File: src/rtl/uart_pkg.sv
// rtl/uart_pkg.sv - shared UART definitions: TX state encoding, line levels, default frame shape
package uart_pkg;

    localparam int DEFAULT_DATA_BITS = 8;
    localparam int DEFAULT_STOP_BITS = 1;

    localparam logic START_BIT_VAL = 1'b0;
    localparam logic STOP_BIT_VAL  = 1'b1;
    localparam logic IDLE_LINE     = 1'b1;

    typedef enum logic [2:0] {
        ST_IDLE,
        ST_ARMED,
        ST_START,
        ST_DATA,
        ST_PARITY,
        ST_STOP
    } uart_tx_state_t;

endpackage

File: src/rtl/uart_tx.sv
// rtl/uart_tx.sv - UART transmitter paced by an external baud_tick strobe
// Optional parity bit after the data bits when UART_TX_PARITY_EN is defined.
module uart_tx
    import uart_pkg::*;
#(
    parameter int DATA_BITS = DEFAULT_DATA_BITS,
    parameter int STOP_BITS = DEFAULT_STOP_BITS
`ifdef UART_TX_PARITY_EN
    ,
    parameter bit PARITY_ODD = 1'b0
`endif
) (
    input  logic                 clk,
    input  logic                 rst,
    input  logic [DATA_BITS-1:0] data_in,
    input  logic                 start_tx,
    input  logic                 baud_tick,
    output logic                 tx_done,
    output logic                 tx_line
);

    localparam int CNT_W = $clog2(DATA_BITS + 1);
    localparam logic [CNT_W-1:0] LAST_DATA = CNT_W'(DATA_BITS - 1);
    localparam logic [CNT_W-1:0] LAST_STOP = CNT_W'(STOP_BITS - 1);

    uart_tx_state_t       state_q;
    logic [DATA_BITS-1:0] shift_q;
    logic [CNT_W-1:0]     cnt_q;
    logic                 tx_line_q;
    logic                 tx_done_q;

`ifdef UART_TX_PARITY_EN
    // Parity is taken from the accepted word because the shifter is consumed during DATA.
    logic parity_q;
    logic parity_d;
    assign parity_d = (^data_in) ^ PARITY_ODD;
`endif

    always_ff @(posedge clk or posedge rst) begin
        if (rst) begin
            state_q   <= ST_IDLE;
            shift_q   <= '0;
            cnt_q     <= '0;
            tx_line_q <= IDLE_LINE;
            tx_done_q <= 1'b0;
`ifdef UART_TX_PARITY_EN
            parity_q  <= 1'b0;
`endif
        end else begin
            tx_done_q <= 1'b0;
            case (state_q)
                ST_IDLE: begin
                    tx_line_q <= IDLE_LINE;
                    if (start_tx) begin
                        shift_q <= data_in;
                        cnt_q   <= '0;
                        state_q <= ST_ARMED;
`ifdef UART_TX_PARITY_EN
                        parity_q <= parity_d;
`endif
                    end
                end
                // Waiting for a tick keeps the start bit a full period regardless of request phase.
                ST_ARMED: begin
                    if (baud_tick) begin
                        tx_line_q <= START_BIT_VAL;
                        state_q   <= ST_START;
                    end
                end
                ST_START: begin
                    if (baud_tick) begin
                        tx_line_q <= shift_q[0];
                        shift_q   <= shift_q >> 1;
                        cnt_q     <= '0;
                        state_q   <= ST_DATA;
                    end
                end
                ST_DATA: begin
                    if (baud_tick) begin
                        if (cnt_q == LAST_DATA) begin
                            cnt_q <= '0;
`ifdef UART_TX_PARITY_EN
                            tx_line_q <= parity_q;
                            state_q   <= ST_PARITY;
`else
                            tx_line_q <= STOP_BIT_VAL;
                            state_q   <= ST_STOP;
`endif
                        end else begin
                            tx_line_q <= shift_q[0];
                            shift_q   <= shift_q >> 1;
                            cnt_q     <= cnt_q + CNT_W'(1);
                        end
                    end
                end
`ifdef UART_TX_PARITY_EN
                ST_PARITY: begin
                    if (baud_tick) begin
                        tx_line_q <= STOP_BIT_VAL;
                        cnt_q     <= '0;
                        state_q   <= ST_STOP;
                    end
                end
`endif
                ST_STOP: begin
                    if (baud_tick) begin
                        if (cnt_q == LAST_STOP) begin
                            tx_done_q <= 1'b1;
                            cnt_q     <= '0;
                            state_q   <= ST_IDLE;
                        end else begin
                            cnt_q <= cnt_q + CNT_W'(1);
                        end
                    end
                end
                default: begin
                    tx_line_q <= IDLE_LINE;
                    state_q   <= ST_IDLE;
                end
            endcase
        end
    end

    assign tx_line = tx_line_q;
    assign tx_done = tx_done_q;

endmodule

File: config.mk
export PLATFORM = sky130hd
export DESIGN_NAME = uart_tx
export DESIGN_NICKNAME = d
export VERILOG_FILES = /design/src/rtl/uart_pkg.sv /design/src/rtl/uart_tx.sv
export SDC_FILE = /design/constraint.sdc
export NUM_CORES = 1
export LEC_CHECK = 0
export ABC_CLOCK_PERIOD_IN_PS = 2300
export BUFFER_PORTS_ARGS = -buffer_cell sky130_fd_sc_hd__buf_2
export CORE_ASPECT_RATIO = 1.1
export CORE_MARGIN = 4
export CORE_UTILIZATION = 40
export DETAILED_ROUTE_END_ITERATION = 10
export GPL_TIMING_DRIVEN = 0
export PLACE_DENSITY = 0.63
export SLEW_MARGIN = 5
export SYNTH_ARGS = -nofsm -noshare
export SYNTH_HDL_FRONTEND = slang
export SYNTH_SLANG_ARGS = --single-unit
File: constraint.sdc
create_clock -name clk -period 2.3 [get_ports clk]
set_input_delay 0 -clock clk [delete_from_list [all_inputs] [get_ports clk]]
set_output_delay 0 -clock clk [all_outputs]
set_load 0.01 [all_outputs]
==> results_dict.tcl <==
set metrics [dict create \
    tns_ns 0 \
    slew_headroom_pct 55.17 \
    clk_latency_ns 0.31 \
    ys_seq_elements 17 \
    n_fill_cell 232 \
    violations "hold timing" \
    status "finished, violations left" \
    synth-compound-area-share_pct 20.39 \
    powerDensity_nw_per_um2 1006 \
    vias_per_cell 5.389 \
    crit_required_ns 2.51 \
    rsz0062_at_grt "false" \
    layout.nets 147 \
    grt_pass1_wl_um 3574 \
    synth_top_area_share_pct 39.31 \
    port_buffers 13 \
    syn_to_final_growth_pct 18.67 \
    hpwl_um 1539 \
    core_area_um2 2342 \
    fmax_mhz 578.7 \
    netlist_area_um2 1018 \
    synthCells 109 \
    die_h_um 60.92 \
    die_w_um 56.11 \
    drive_gt1_share_pct 21.97 \
    critPathMaxFanout 5 \
    clk_pin_slew_ns 0.12 \
    ys.flop_type "dfrtp_1" \
    synth_top_area_cell "dfrtp_1" \
    whs_ns -0.0008394 \
    syn_area_per_cell_um2 9.344 \
    criticalPathCategory "flop to flop" \
    finalSetupViolCount 0 \
    async_flop_share_pct 100.0 \
    reg2reg_depth 6 \
    synth_fa_ha_area_share_pct 2.457 \
    drtPass1Iterations 4 \
    synth-simple-area-share_pct 22.48 \
    whs_path_depth 3 \
    fin_crit_sh_pct 75.13 \
    gp_congestion 0.8320 \
    grt_max_degree 18 \
    grt.total_usage_pct 13.27 \
    seq_area_um2 426.7 \
    grt_pass1_vias 811 \
    post_drt_wl_per_cell_um 13.26 \
    tightest_slew_ns 0.6717 \
    final-hold-violation-count 1 \
    antenna_left 0 \
    drc_errors 0 \
    cts_tree "built" \
    via_count 873 \
    max-cap-violations 0 \
    clockBufferDepth 2 \
    synthMuxAreaShare_pct 6.880 \
    cp-end-kind "flop" \
    first_iter_violations 21 \
    max-vdd-ir-drop_uv 483.6 \
    min_path_type "primary input to flop" \
    synthesis.nets 123 \
    startpoint_type "flop" \
    antenna_found_initial 0 \
    gr-total-overflow 0 \
    cts_resized 0 \
    ys_seq_area_share_pct 41.89 \
    yosys.cell_types.count 39 \
    clock_sinks 17 \
    synth_top_family_by_area "simple AND/OR/NAND/NOR gates" \
    synth_common_cells "16 x dfrtp_1, 16 x nand2_1, 7 x mux2i_1" \
    rows 18 \
    synth_xor_area_share_pct 0 \
    cts_setup_buffers 0 \
    cts_htree_levels 1 \
    power.leakage_uw 0.0005722 \
    synthTopCellsByArea "dfrtp_1 39%, mux2i_1 6.9%, nand2_1 5.9%" \
    yosysWarnings 0 \
    cts_buffers 3 \
    synth_edf_count 0 \
    num_io_pins 14 \
    multi_input_area_um2 531.8 \
    finalMaxSlewViolations 0 \
    cts-root-buf "clkbuf_4" \
    clock_skew_ns 0.01146 \
    period_minus_slack_ns 1.728 \
    die_area_um2 3418 \
    start_util_pct 43.48 \
    wl_um 2148 \
    diodes 0 \
    arrival_ns 1.94 \
]
-- worst max-delay path, stage by stage (launching register included) --
cell and delay, ns:
dfrtp_1 0.44, inv_1 0.07, ha_1 0.16, or3b_1 0.37, nand3_1 0.21, a21oi_2 0.08
a221o_1 0.29
-- flip-flops by register name, indices dropped and copies added, names as in the netlist --
register and cells:
state_q 3, tx_done 1, shift_q 8, tx_line 1
cnt_q 4
-- where the power goes --
part,switching (µW),internal [µW]
clock,108,65.0
combinational,297,262
sequential,81.1,403
-- repair_timing --
item / 4_1_cts / 5_1_grt
hold buffers: 6 / 0
setup endpoints to repair: 0 / 0
endpoints found under the hold margin: 21 / 0
-- final timing paths --
path	from	to	slack, ns
max in group asynchronous	rst	shift_q[3]	1.55
max	cnt_q[0]	cnt_q[3]	0.57
min reg2reg	shift_q[7]	shift_q[7]	0.49
min in group asynchronous	rst	cnt_q[1]	0.31
max reg2reg	cnt_q[0]	cnt_q[3]	0.57
min	data_in[6]	shift_q[6]	-0.0008
-- cells by family after synthesis --
group,Yosys count
mux,7
buf+inv,12
flops,17
simple gates,41
fa+ha+maj,2
compound gates,30
-- placed cells by master, fill, tap and decap left out, types with 4 or more instances in the layout --
cell,synthesis,routed
o21ai_1,6,6
o21ai_0,4,4
nand2_1,16,16
a21oi_1,5,5
buf_2,3,16
nor2_1,6,6
nand3_1,4,4
dfrtp_1,16,16
mux2i_1,7,7
dlygate4sd3_1,0,6
inv_1,5,5
-- per-stage QoR --
step / setup WS [ns] / power, µW / util (%) / area (µm²) / cells
floorplan: 0.7068 / 921.7 / - / 1018 / 109
detailed placement: 0.5980 / 1044 / 47.86 / 1121 / 152
CTS: 0.5805 / 1219 / 51.60 / 1209 / 162
global placement: 0.5904 / 1021 / 47.86 / 1121 / 152
finish: 0.5720 / 1216 / 51.60 / 1209 / 162
global route: 0.4344 / 1321 / 51.60 / 1209 / 162
-- final cells by class --
type                       instances  area share, %
clock inverter                     1         0.4141
timing repair buffer              19          10.35
tap                               30          3.106
multi-input combinational         80          44.00
clock buffer                       3          1.863
buffer                             7          3.416
sequential                        17          35.30
inverter                           5          1.553
-- routing by layer --
layer  up-vias  routed length [µm]  GRT usage (%)
met5         -                   0              0
met4         0                  38          5.085
met3         6                 106          2.979
met2        25                 993          23.21
met1       411                1009          16.17
li1        431                   -              -
No activity file was read; power rests on OpenSTA's default activity.
